===== config.mk =====
export PLATFORM = sky130hd
export DESIGN_NAME = crp_mem_port
export DESIGN_NICKNAME = d
export VERILOG_FILES = /design/src/rtl/crp_pkg.sv /design/src/rtl/crp_mem_watchdog.sv /design/src/rtl/crp_mem_port.sv
export SDC_FILE = /design/constraint.sdc
export NUM_CORES = 1
export LEC_CHECK = 0
export CORE_ASPECT_RATIO = 1.25
export CORE_MARGIN = 2
export CORE_UTILIZATION = 25
export DETAILED_ROUTE_END_ITERATION = 10
export PLACE_DENSITY = 0.57
export RECOVER_POWER = 25
export SLEW_MARGIN = 25
export SYNTH_ARGS = -nofsm -noshare
export SYNTH_HDL_FRONTEND = slang
export SYNTH_HIERARCHICAL = 1
export SYNTH_SLANG_ARGS = --single-unit

===== constraint.sdc =====
create_clock -name clk -period 5.1 [get_ports clk]
set_input_delay 1.02 -clock clk [delete_from_list [all_inputs] [get_ports clk]]
set_output_delay 1.02 -clock clk [all_outputs]
set_load 0.01 [all_outputs]

===== src/rtl/crp_pkg.sv =====
// Shared types and helpers for the CRP core memory port.
package crp_pkg;

  localparam int unsigned CRP_BYTE_WIDTH = 8;

  typedef enum logic [1:0] {
    IDLE,
    ACCESS,
    RESP
  } crpState_e;

  // Effective transaction length: a zero request means one byte, oversize requests saturate.
  function automatic int unsigned crpClampLen(input int unsigned len, input int unsigned maxLen);
    if (len == 0) return 1;
    if (len > maxLen) return maxLen;
    return len;
  endfunction

endpackage


===== src/rtl/crp_mem_watchdog.sv =====
// Per-byte wait-state counter for the CRP memory port.
// Built only when MEM_TIMEOUT_EN is defined.
`ifdef MEM_TIMEOUT_EN
module crp_mem_watchdog #(
  parameter int unsigned TIMEOUT_CYCLES = 255
) (
  input  logic clk,
  input  logic reset,
  input  logic run,
  input  logic clear,
  output logic atLimit_c
);

  localparam int unsigned CNT_WIDTH = $clog2(TIMEOUT_CYCLES + 1);
  localparam logic [CNT_WIDTH-1:0] LIMIT = CNT_WIDTH'(TIMEOUT_CYCLES - 1);

  logic [CNT_WIDTH-1:0] waitCnt;

  // High in the cycle that would be the last tolerated wait cycle.
  assign atLimit_c = run && (waitCnt == LIMIT);

  always_ff @(posedge clk or posedge reset) begin
    if (reset) begin
      waitCnt <= '0;
    end else if (clear) begin
      waitCnt <= '0;
    end else if (run && !atLimit_c) begin
      waitCnt <= waitCnt + CNT_WIDTH'(1);
    end
  end

endmodule
`endif


===== src/rtl/crp_mem_port.sv =====
// Handshaked memory port: serialises a 1..BYTES request onto the byte-wide bus.
// Optional per-byte wait-state timeout enabled by defining MEM_TIMEOUT_EN.
module crp_mem_port
  import crp_pkg::*;
#(
  parameter int unsigned ADDR_WIDTH     = 15,
  parameter int unsigned DATA_WIDTH     = CRP_BYTE_WIDTH,
  parameter int unsigned BYTES          = 2,
  parameter int unsigned LEN_WIDTH      = $clog2(BYTES + 1),
  parameter int unsigned TIMEOUT_CYCLES = 255
) (
  input  logic                        clk,
  input  logic                        reset,
  input  logic                        coreReqValid,
  output logic                        coreReqReady,
  input  logic [ADDR_WIDTH-1:0]       coreAddr,
  input  logic                        coreWrite,
  input  logic [LEN_WIDTH-1:0]        coreLen,
  input  logic [BYTES*DATA_WIDTH-1:0] coreWData,
  output logic                        coreRespValid,
  output logic [BYTES*DATA_WIDTH-1:0] coreRData,
  output logic                        coreRespErr,
  output logic [ADDR_WIDTH-1:0]       memReqBus,
  output logic                        memReqValid,
  output logic                        memWriteReq,
  output logic [DATA_WIDTH-1:0]       memWriteBus,
  input  logic [DATA_WIDTH-1:0]       memReadBus,
  input  logic                        memAck
);

  localparam int unsigned WORD_WIDTH = BYTES * DATA_WIDTH;

  crpState_e             state, stateD;
  logic [LEN_WIDTH-1:0]  idx, idxD;
  logic [LEN_WIDTH-1:0]  lenQ, lenD;
  logic [ADDR_WIDTH-1:0] addrQ, addrD;
  logic                  writeQ, writeD;
  logic [WORD_WIDTH-1:0] wdataQ, wdataD;
  logic [WORD_WIDTH-1:0] rdataD;
  logic                  readyD, memValidD, memWriteD, respValidD, errD;
  logic [ADDR_WIDTH-1:0] memBusD;
  logic [DATA_WIDTH-1:0] memWBusD;
  logic                  wdClear_c;
  logic                  timeoutHit_c;

`ifdef MEM_TIMEOUT_EN
  logic atLimit_c;

  crp_mem_watchdog #(
    .TIMEOUT_CYCLES(TIMEOUT_CYCLES)
  ) uWatchdog (
    .clk      (clk),
    .reset    (reset),
    .run      (state == ACCESS),
    .clear    (wdClear_c),
    .atLimit_c(atLimit_c)
  );

  assign timeoutHit_c = atLimit_c;
`else
  logic unusedTimeout_c;

  assign unusedTimeout_c = (TIMEOUT_CYCLES != 0);
  assign timeoutHit_c    = 1'b0;
`endif

  // Next-state and next-output logic; bus outputs are decoded from the next state.
  always_comb begin
    stateD    = state;
    idxD      = idx;
    lenD      = lenQ;
    addrD     = addrQ;
    writeD    = writeQ;
    wdataD    = wdataQ;
    rdataD    = coreRData;
    errD      = 1'b0;
    wdClear_c = 1'b0;

    case (state)
      IDLE: begin
        if (coreReqValid) begin
          addrD     = coreAddr;
          writeD    = coreWrite;
          lenD      = LEN_WIDTH'(crpClampLen(32'(coreLen), BYTES));
          wdataD    = coreWData;
          rdataD    = '0;
          idxD      = '0;
          wdClear_c = 1'b1;
          stateD    = ACCESS;
        end
      end
      ACCESS: begin
        // An acknowledge always wins over a timeout in the same cycle.
        if (memAck) begin
          wdClear_c = 1'b1;
          if (!writeQ) begin
            rdataD[int'(idx) * DATA_WIDTH +: DATA_WIDTH] = memReadBus;
          end
          if (idx == lenQ - LEN_WIDTH'(1)) begin
            stateD = RESP;
          end else begin
            idxD = idx + LEN_WIDTH'(1);
          end
        end else if (timeoutHit_c) begin
          errD   = 1'b1;
          stateD = RESP;
        end
      end
      RESP: begin
        stateD = IDLE;
      end
      default: begin
        stateD = IDLE;
      end
    endcase

    readyD     = (stateD == IDLE);
    memValidD  = (stateD == ACCESS);
    memWriteD  = (stateD == ACCESS) && writeD;
    respValidD = (stateD == RESP);
    memBusD    = (stateD == ACCESS) ? (addrD + ADDR_WIDTH'(idxD)) : '0;
    memWBusD   = ((stateD == ACCESS) && writeD) ?
                 wdataD[int'(idxD) * DATA_WIDTH +: DATA_WIDTH] : '0;
  end

  always_ff @(posedge clk or posedge reset) begin
    if (reset) begin
      state         <= IDLE;
      idx           <= '0;
      lenQ          <= '0;
      addrQ         <= '0;
      writeQ        <= 1'b0;
      wdataQ        <= '0;
      coreRData     <= '0;
      coreReqReady  <= 1'b1;
      coreRespValid <= 1'b0;
      coreRespErr   <= 1'b0;
      memReqValid   <= 1'b0;
      memWriteReq   <= 1'b0;
      memReqBus     <= '0;
      memWriteBus   <= '0;
    end else begin
      state         <= stateD;
      idx           <= idxD;
      lenQ          <= lenD;
      addrQ         <= addrD;
      writeQ        <= writeD;
      wdataQ        <= wdataD;
      coreRData     <= rdataD;
      coreReqReady  <= readyD;
      coreRespValid <= respValidD;
      coreRespErr   <= errD;
      memReqValid   <= memValidD;
      memWriteReq   <= memWriteD;
      memReqBus     <= memBusD;
      memWriteBus   <= memWBusD;
    end
  end

endmodule

# Yosys cells after proc, flatten, opt, wreduce, memory -nomap -nowiden

Cells that the tools add are included.

Add/subtract/negate cells: 4
$lt $le $gt $ge: 1
Equality and inequality tests: 7
Shift operators: 3
Mux-type cells: 32
Reductions and logical operators: 7

Operator list:

| operator                  | count |
|---|---|
| $mux W16                  | 5 |
| $mux W15                  | 3 |
| $neg A5 Y34               | 1 |
| $shift A8 B34 Y16 const A | 1 |
| $shiftx A8 B34 Y16        | 1 |
| $pmux W16 S2              | 1 |
| $mux W2                   | 9 |
| $bwmux W16                | 1 |
| $shiftx A16 B6 Y8         | 1 |
| $add A15 B2 Y15           | 1 |
| $mux W1                   | 10 |
| $mux W8                   | 1 |
| $pmux W2 S2               | 2 |
| $logic_not A2 Y1          | 3 |
| $ne A2 B2 Y1 const B      | 3 |
| $eq A2 B1 Y1 const B      | 2 |
| $reduce_and A4 Y1         | 1 |
| $add A2 B1 Y2 const B     | 1 |
| $eq A2 B2 Y1              | 1 |
| $eq A2 B2 Y1 const B      | 1 |
| $gt A2 B2 Y1 const B      | 1 |
| $reduce_and A2 Y1         | 1 |
| $reduce_bool A2 Y1        | 1 |
| $sub A2 B1 Y2 const B     | 1 |
| $logic_and A1 B1 Y1       | 1 |

Flip-flop bits (word level): 81
Input port bits: 46
Output and inout bits: 44
Word-level logic and storage cells: 67

# Logic depth before layout (Yosys ltp)

Gate-level depths: netlist of the first run.

Depth in word-level cells: 9
Gate-level depth with buffers: 13
Gate-level depth less buffers: 11

# Worst setup path after synthesis of the first run

OpenSTA, ideal clock, no wires.

Path kind: input-to-reg
Start point: in coreReqValid
End point: reg memReqBus[14]
Library setup time: 0.128 ns
Data arrival time: 3.300 ns
Setup slack: 1.672 ns
Stages: 13
Buffers on the path: 2
Path through: nor3b_4 -> buf_2 -> buf_2 -> nand2_1 -> nand2_1 -> ha_1 -> inv_1 -> fa_1 -> nand2b_1 -> nor4_1 -> o22ai_1 -> xor2_1 -> nor2_1

Word-level cells in the longest chain between the ends: 4
Elaborated cells on any way between the ends: 9
Classes of those cells: 1 x add/sub; 1 x eq/ne; 7 x mux

RTL lines:

| element                | line                | text |
|---|---|---|
| start: declaration     | crp_mem_port.sv:14  | `input logic coreReqValid,` |
| $mux W15               | crp_mem_port.sv:81  | `if (coreReqValid) begin` |
| $mux W15               | crp_mem_port.sv:79  | `case (state)` |
| net addrD[0]           | crp_mem_port.sv:36  | `logic [ADDR_WIDTH-1:0] addrQ, addrD;` |
| $add A15 B2 Y15        | crp_mem_port.sv:121 | `memBusD = (stateD == ACCESS) ? (addrD + ADDR_WIDTH'(idxD)) : '0;` |
| $mux W15               | crp_mem_port.sv:121 |  |
| net memBusD[14]        | crp_mem_port.sv:41  | `logic [ADDR_WIDTH-1:0] memBusD;` |
| end signal: assignment | crp_mem_port.sv:155 | `memReqBus <= memBusD;` |
| end: declaration       | crp_mem_port.sv:23  | `output logic [ADDR_WIDTH-1:0] memReqBus,` |

The timed path passes the listed nets, and every way through them passes these cells.
A chain may end at the register's enable or synchronous reset.

# Worst setup path in the final report of the first run

Same ends and word-level chain as after synthesis.

==> results of run 1 <==
==> area by class of cell <==
cell class / count / area share, %
flip-flops and latches: 81 / 40.7
multi-input cells: 248 / 29.1
repair buffers: 91 / 18.1
clock buffers: 10 / 4.59
well taps: 178 / 4.47
clock inverters: 5 / 2.08
inverters: 13 / 1.00
==> metrics by stage <==
step                instances  cell area, um^2  hold WS, ns
floorplan                 356             3590        0.440
global placement          611             4650        0.453
detailed placement        611             4650        0.460
CTS                       626             4980        0.476
global route              626             4980        0.502
finish                    626             4980        0.471
==> metal layers <==
layer | share of wire [%] | global-route usage (%) | up-vias
met2 | 50 | 19.4 | 55
met5 | 0 | 0 | -
met3 | 5.3 | 3.46 | 13
met4 | 1.7 | 4.74 | 0
li1 | - | - | 1348
met1 | 43 | 14.3 | 1303
==> synthesized netlist by cell type (2+ instances only) <==
library cell,n,area (um^2)
o21ai_1,6,30.0
nand4_1,2,12.5
nand2b_1,5,31.3
nand3_1,15,75.1
nand2_1,104,390
xnor2_1,7,61.3
buf_2,7,35.0
clkbuf_1,5,18.8
dfrtp_1,80,2000
mux2i_1,13,130
o2111ai_1,2,17.5
xor2_1,5,43.8
o21ai_0,8,40.0
nor2b_1,4,25.0
ha_1,4,50.1
nor2_1,26,97.6
inv_1,12,45.0
a22o_1,8,70.1
a21oi_1,4,20.0
nor3_1,9,45.0
mux2_4,2,30.0
==> kinds of logic after synthesis <==
| family | synth area share [%] |
|---|---|
| mux | 5.15 |
| buf+inv | 3.38 |
| simple gates | 21.6 |
| flops | 56.4 |
| other cells | 0.104 |
| fa+ha+maj | 1.95 |
| compound gates | 7.97 |
| xor+xnor | 3.38 |
==> flip-flops by register name, summed over array words and instances, names as in the netlist, 2 cells and up <==
name	flops
addrQ	15
idx	2
state	2
memReqBus	15
lenQ	2
wdataQ	16
memWriteBus	8
coreRData	16
==> tightest hold or removal path: stages (launching register included) <==
cell and delay [ns]:
dfrtp_1 0.32, nand2_1 0.04, nand2_1 0.07
==> power groups by stage <==
stage	Clock [mW]	Combinational (mW)	Sequential [mW]
after floorplan	0	0.739	1.05
after CTS	0.757	1.23	1.02
final	0.737	1.20	1.02
after global routing	0.783	1.36	1.05
after detailed placement	0	1.22	1.03
after global placement	0	1.20	1.02
==> worst paths after layout <==
path                         startpoint        endpoint  slack [ns]  cells past startpoint
setup / recovery           coreReqValid   memReqBus[14]        1.08                     12
hold / removal                wdataQ[4]       wdataQ[4]        0.47                      2
setup reg to reg               state[0]   memReqBus[14]        1.89                     12
hold reg to reg               wdataQ[4]       wdataQ[4]        0.47                      2
max in group asynchronous         reset        addrQ[6]        2.01                      3
min in group asynchronous         reset  memWriteBus[6]        1.82                      2
==> metrics.cfg, run 1 <==
[power_and_ir_drop]
p_leak_nw=2.22
seqPwrFrac_pct=34.4
comb_power_share_pct=40.7
power_mw=2.96
swShare_pct=35.4
p_clk_share_pct=24.9
vdd_ir_drop_max_v=0.000209
intPower_mw=1.91
p_sw_mw=1.05
pwr_density_cell_nw_per_um2=593

[timing]
slew_headroom_pct=-66.5
finalSetupViolCount=0
drv_slew=57
fin_worst_skew_ns=0.00890
finalCriticalPeriod_ns=4.02
setup_ws_ns=1.08
fmax_ghz=0.248
tightestPinTransition_ns=2.48
fin_tns_setup_ns=0
fin_crit_sh_pct=78.9
rsz0062_at_grt=no
finalHoldViolCount=0

[synthesis]
yosysUniqueCellTypes=49
yosysWarningCount=6
synth_seq_area_share_pct=56.4
syn-num-nets=407
ys_seq_elements=81
synth_top_flop_cell=dfrtp_1
syn-cell-area_um2=3590
synth_edf_count=0
synth_area_per_cell_um2=10.1
async_flop_share_pct=100
syn_inst=356

[cells_and_area]
mostFrequentLayoutCells=nand2_1, clkdlybuf4s50_1, dfrtp_1
final_core_util_pct=35.0
finalNetCount=495
areaGrowthSynthToFinish_pct=38.7
n_fill_cell=1475
multi_input_area_um2=1450
final-seq-area_um2=2030
drive_above_1_share_pct=7.81
antenna_cells=0
layout_commonest_cell=nand2_1

[cts]
postCtsHoldBufs=0
cts_tree=done
post_cts_resized=0
clk_latency_ns=0.34
numClockSinks=81
cts_buffer_depth=2
cts_setup_buffers=0
clkTransAtPathRegs_ns=0.07
htreeDepth=3
cts-root-buf=clkbuf_16
numCtsBuffers=9

[drt]
drt-total-wl_um=8540
drc=0
ant_nets=0
vias_per_cell=4.34
first_iter_violations=127
firstDrtPassIters=4
wl_per_cell_um=13.6
vias=2719

[global_routing]
grt_first_pass_wirelength_um=14500
grt_pass1_vias=2954
grt_max_degree=57
antenna_found_initial=0
grtUsageTotal_pct=11.7
grt_overflow=0

[die]
design.portCount=90
start_util_pct=25.3
die_area_um2=15400
core_area_um2=14200
row_count=49
die_x_um=111
die_y_um=138

[setup_path]
required_ns=5.30
crit_slowest_cell=or3b_4
arrival_ns=4.23
crit_buf_inv=2
critical-path-top-delay-family=simple AND/OR/NAND/NOR gates
critical_path_class=primary input to register
worstPathCellList=dlygate4sd3_1 -> or3b_4 -> nand2_1 -> nand2_1 -> ha_1 -> inv_1 -> fa_1 -> nand2b_1 -> nor4_1 -> o22ai_1 -> xor2_1 -> nor2_1
cpMostUsedCell=nand2_1
cp-end-kind=register
crit_fanout=39
max_stage_delay_ns=0.60
start_kind=primary input

[place]
hpwl_um=6040
portBuffers=87
gp_congestion=0.758
pre_cts_slack_ns=0.864

[outcome]
violations=capacitance limit, slew limit
status=finished, violations left

[hold_path]
hp-class=register to register

[run]
maxCapViolCount=1

(Power assumes the default switching activity.)
==> inputs of run 2 (changes only) <==
Clock period 5.1 ns to 3.8 ns, I/O delays scaled along.
==> metrics.cfg, run 2 (synthesis gave the netlist of run 1 again) <==
[power_and_ir_drop]
pwr_density_cell_nw_per_um2=768  ; was 593 nW/um^2
vdd_ir_drop_max_v=0.000239  ; was 0.000209 V
p_leak_nw=2.19  ; was 2.22 nW

[cts]
htreeDepth=3  ; unchanged
clk_latency_ns=0.34  ; about the same
post_cts_resized=0  ; unchanged
numClockSinks=81  ; unchanged
clkTransAtPathRegs_ns=0.06  ; was 0.07 ns
cts-root-buf=clkbuf_16  ; unchanged
numCtsBuffers=9  ; unchanged
cts_setup_buffers=0  ; unchanged
postCtsHoldBufs=0  ; unchanged
cts_tree=done  ; unchanged
cts_buffer_depth=2  ; unchanged

[global_routing]
grt_overflow=0  ; unchanged
grt_first_pass_wirelength_um=14300  ; was 14500 um
antenna_found_initial=0  ; unchanged
grt_max_degree=48  ; was 57
grtUsageTotal_pct=11.6  ; was 11.7%
grt_pass1_vias=2894  ; was 2954

[place]
portBuffers=87  ; unchanged
pre_cts_slack_ns=0.0847  ; was 0.864 ns
gp_congestion=0.764  ; was 0.758
placed_cells=614  ; was 611
hpwl_um=6090  ; was 6040 um

[drt]
ant_nets=0  ; unchanged
firstDrtPassIters=5  ; was 4
vias=2759  ; was 2719
drt-total-wl_um=8560  ; was 8540 um
first_iter_violations=133  ; was 127
vias_per_cell=4.38  ; was 4.34
wl_per_cell_um=13.6  ; about the same
drc=0  ; unchanged

[hold_path]
hp-class=register to register  ; unchanged
min_to=wdataQ[15]  ; was wdataQ[4]
hp-start=wdataQ[15]  ; was wdataQ[4]
hold_depth=2  ; unchanged

[timing]
rsz0062_at_grt=no  ; unchanged
fin_crit_sh_pct=91.3
finalCriticalPeriod_ns=3.47
drv_slew=48  ; was 57
tightestPinTransition_ns=2.07  ; was 2.48 ns
fmax_ghz=0.288
fin_tns_setup_ns=0  ; unchanged
fin_worst_skew_ns=0.00866  ; was 0.00890 ns
setup_ws_ns=0.330  ; was 1.08 ns
finalSetupViolCount=0  ; unchanged
slew_headroom_pct=-39.1  ; was -66.5%
finalHoldViolCount=0  ; unchanged

[cells_and_area]
fin_cells=630  ; was 626
layout_commonest_cell=nand2_1  ; unchanged
antenna_cells=0  ; unchanged
mostFrequentLayoutCells=nand2_1, clkdlybuf4s50_1, dfrtp_1  ; unchanged
drive_above_1_share_pct=8.19  ; was 7.81%
areaGrowthSynthToFinish_pct=37.4  ; was 38.7%
finalNetCount=498  ; was 495
top_regs=coreRData (16), wdataQ (16)  ; unchanged

[setup_path]
start_kind=primary input  ; unchanged
r2r.worst_path.cells=11  ; was 12
critical-path-top-delay-family=simple AND/OR/NAND/NOR gates  ; unchanged
crit-reg2reg-launch=idx[0]  ; was state[0]
crit_buf_inv=2  ; unchanged
arrival_ns=3.67  ; was 4.23 ns
critical_path_class=primary input to register  ; unchanged
required_ns=4.00  ; was 5.30 ns
max_stage_delay_ns=0.65  ; was 0.60 ns
worstPathCellList=dlygate4sd3_1 -> nand3_1 -> o211ai_1 -> o21ai_1 -> ha_1 -> inv_1 -> fa_1 -> nand2b_1 -> nor4_1 -> o22ai_1 -> xor2_1 -> nor2_1  ; was dlygate4sd3_1 -> or3b_4 -> nand2_1 -> nand2_1 -> ha_1 -> inv_1 -> fa_1 -> nand2b_1 -> nor4_1 -> o22ai_1 -> xor2_1 -> nor2_1
crit_fanout=8  ; was 39
rrSetupSlack_ns=0.61  ; was 1.89 ns
r2r_end=memReqBus[14]  ; unchanged
crit_slowest_cell=dlygate4sd3_1  ; was or3b_4
path_depth=12  ; unchanged
cp-end-kind=register  ; unchanged

[die]
die_x_um=111  ; unchanged
die_area_um2=15400  ; unchanged
row_count=49  ; unchanged
die_y_um=138  ; unchanged
start_util_pct=25.3  ; unchanged
core_area_um2=14200  ; unchanged
design.portCount=90  ; unchanged

[outcome]
violations=capacitance limit, slew limit  ; unchanged
status=finished, violations left  ; unchanged

[run]
maxCapViolCount=1  ; unchanged

-- run 2: stage by stage --
stage,instance area (um^2),utilization [%],power [mW],hold WS (ns)
2_1_floorplan,3590,-,2.40,0.440
3_3_place_gp,4680,32.9,3.00,0.454
3_5_place_dp,4680,32.9,3.03,0.459
4_1_cts,4960,34.8,3.86,0.476
5_1_grt,4940,34.7,4.10,0.505
6_report,4940,34.7,3.79,0.470
-- run 2: worst max path at each step --
stage / slack, ns / endpoint / from
2_1_floorplan: 0.63 / memReqBus[14] / coreReqValid
5_1_grt: 0.09 / memReqBus[14] / memAck
4_1_cts: 0.39 / memReqBus[14] / coreReqValid
3_5_place_dp: 0.08 / memReqBus[14] / coreReqValid
3_3_place_gp: 0.12 / memReqBus[14] / coreReqValid
6_report: 0.33 / memReqBus[14] / memAck
-- run 2: cell type report --
type	instances	area, um^2
fillers	1479	9290
repair buffers	94	921
clock inverters	6	45.0
flip-flops and latches	81	2030
multi-input cells	248	1440
well taps	178	223
inverters	13	50.0
clock buffers	10	229
-- run 2: power breakdown --
part / internal [mW] / total, mW / switching (mW) / leakage, nW
Combinational: 0.735 / 1.63 / 0.893 / 1.03
Clock: 0.443 / 0.800 / 0.356 / 0.125
Sequential: 1.20 / 1.37 / 0.166 / 1.04
-- run 2: layer usage --
metal  global-route usage, %  vias to the layer above  wire length, um
met4                    4.48                        0              101
met1                    13.9                     1331             3730
met2                    19.8                       63             4300
met5                       0                        -                0
li1                        -                     1358                -
met3                    3.33                        7              435
-- run 2: worst min-delay path: cells and delay by family, from the launching register on --
| family | cells | cell delay [ns] |
|---|---|---|
| flops | 1 | 0.32 |
| simple gates | 2 | 0.11 |
==> inputs of run 3 (changes only) <==
Settings changed: CTS_CLUSTER_SIZE set to 10, GPL_TIMING_DRIVEN set to 0.
==> metrics.cfg, run 3 (synthesis gave the netlist of run 1 again) <==
[timing]
fmax_ghz=0.277  ; was 0.288 GHz
drv_slew=0  ; was 48
slew_headroom_pct=5.17  ; was -39.1%
fin_crit_sh_pct=94.9  ; was 91.3%
rsz0062_at_grt=no  ; unchanged
finalCriticalPeriod_ns=3.61  ; was 3.47 ns
finalSetupViolCount=0  ; unchanged
fin_worst_skew_ns=0.00988  ; was 0.00866 ns
tightestPinTransition_ns=1.41  ; was 2.07 ns
finalHoldViolCount=0  ; unchanged

[cells_and_area]
areaGrowthSynthToFinish_pct=39.8  ; was 37.4%
top_regs=coreRData (16), wdataQ (16)  ; unchanged
drive_above_1_share_pct=9.83  ; was 8.19%
antenna_cells=0  ; unchanged
finalNetCount=505  ; was 498
mostFrequentLayoutCells=nand2_1, clkdlybuf4s50_1, dfrtp_1  ; unchanged
layout_commonest_cell=nand2_1  ; unchanged
fin_cells=636  ; was 630

[global_routing]
grt_max_degree=51  ; was 48
grtUsageTotal_pct=12.4  ; was 11.6%
grt_pass1_vias=2986  ; was 2894
antenna_found_initial=0  ; unchanged
grt_first_pass_wirelength_um=15200  ; was 14300 um
grt_overflow=0  ; unchanged

[drt]
drt-total-wl_um=9120  ; was 8560 um
ant_nets=0  ; unchanged
firstDrtPassIters=5  ; unchanged
vias=2814  ; was 2759
drc=0  ; unchanged
vias_per_cell=4.42  ; was 4.38
wl_per_cell_um=14.3  ; was 13.6 um
first_iter_violations=119  ; was 133

[hold_path]
hp-class=register to register  ; unchanged
hold_depth=2  ; unchanged
hp-start=wdataQ[11]  ; was wdataQ[15]
min_to=wdataQ[11]  ; was wdataQ[15]

[cts]
clkTransAtPathRegs_ns=0.06  ; about the same
cts_buffer_depth=2  ; unchanged
numCtsBuffers=9  ; unchanged
htreeDepth=3  ; unchanged
clk_latency_ns=0.34  ; about the same
cts-root-buf=clkbuf_16  ; unchanged
cts_tree=done  ; unchanged
numClockSinks=81  ; unchanged

[die]
core_area_um2=14200  ; unchanged
die_x_um=111  ; unchanged
die_area_um2=15400  ; unchanged
design.portCount=90  ; unchanged
start_util_pct=25.3  ; unchanged
row_count=49  ; unchanged
die_y_um=138  ; unchanged

[setup_path]
crit_fanout=10  ; was 8
cp-end-kind=register  ; unchanged
r2r.worst_path.cells=12  ; was 11
start_kind=primary input  ; unchanged
crit-reg2reg-launch=state[0]  ; was idx[0]
critical_path_class=primary input to register  ; unchanged
rrSetupSlack_ns=0.54  ; was 0.61 ns
r2r_end=memReqBus[14]  ; unchanged
arrival_ns=3.81  ; was 3.67 ns
required_ns=4.00  ; about the same

[run]
maxCapViolCount=0  ; was 1

[outcome]
status=completed  ; was finished, violations left

[place]
gp_congestion=0.782  ; was 0.764
placed_cells=621  ; was 614
portBuffers=86  ; was 87
hpwl_um=6550  ; was 6090 um

[power_and_ir_drop]
pwr_density_cell_nw_per_um2=790  ; was 768 nW/um^2
vdd_ir_drop_max_v=0.000257  ; was 0.000239 V
p_leak_nw=2.24  ; was 2.19 nW
power_mw=3.97  ; was 3.79 mW

-- run 3: metrics by stage --
| stage | hold slack, ns | cell area (um^2) | setup slack (ns) | utilization, % | TNS (ns) |
|---|---|---|---|---|---|
| after floorplan | 0.440 | 3590 | 0.632 | - | 0 |
| after global placement | 0.454 | 4680 | -0.621 | 32.9 | -35.73 |
| after detailed placement | 0.463 | 4710 | -0.609 | 33.1 | -2.18 |
| after CTS | 0.478 | 5040 | 0.148 | 35.5 | 0 |
| after global routing | 0.504 | 5020 | 0.0379 | 35.3 | 0 |
| final | 0.471 | 5020 | 0.193 | 35.3 | 0 |
-- run 3: worst max path at each step --
stage                            start             to  slack, ns  depth (start not counted)
final                     coreReqValid  memReqBus[14]       0.19                         14
after global routing      coreReqValid  memReqBus[14]       0.04                         14
after CTS                 coreReqValid  memReqBus[14]       0.15                         14
after detailed placement  coreReqValid  memReqBus[14]      -0.61                         14
after global placement    coreReqValid  memReqBus[14]      -0.62                         14
after floorplan           coreReqValid  memReqBus[14]       0.63                         13
-- run 3: repair_timing --
| item | in CTS | in global routing |
|---|---|---|
| gates cloned | 0 | 0 |
| setup endpoints to repair | 3 | 1 |
| resized for setup | 3 | 1 |
| pin swaps | 0 | 0 |
| buffers inserted | 1 | 0 |
| hold buffers | 0 | 0 |
-- run 3: layout make-up --
class	count	area, um^2
buffer	13	71.3
clock buffer	10	239
clock inverter	5	80.1
fill	1489	9200
inverter	13	50.0
multi-input combinational	248	1460
sequential	81	2030
tap	178	223
timing repair buffer	88	873
-- run 3: report_power, final --
group | internal [mW] | total [mW] | switching (mW)
Sequential | 1.20 | 1.36 | 0.159
Combinational | 0.740 | 1.67 | 0.932
Clock | 0.588 | 0.935 | 0.347
Total | 2.53 | 3.97 | 1.44
-- run 3: critical path, stage by stage --
cell             delay, ns
clkdlybuf4s50_1       0.46
or3b_4                0.29
buf_6                 0.17
clkbuf_2              0.28
nand2_1               0.08
nand2_1               0.08
ha_1                  0.20
inv_1                 0.07
fa_1                  0.52
nand2b_1              0.22
nor4_2                0.29
o22ai_1               0.18
xor2_1                0.15
nor2_1                0.06
-- run 3: per-layer routing --
layer  part of all wire, %  GRT usage (%)  vias up
met5                     0              0        -
met4                   1.4           4.09        0
met3                   4.4           3.16       11
met2                    50           21.3       64
met1                    45           15.2     1370
li1                      -              -     1369
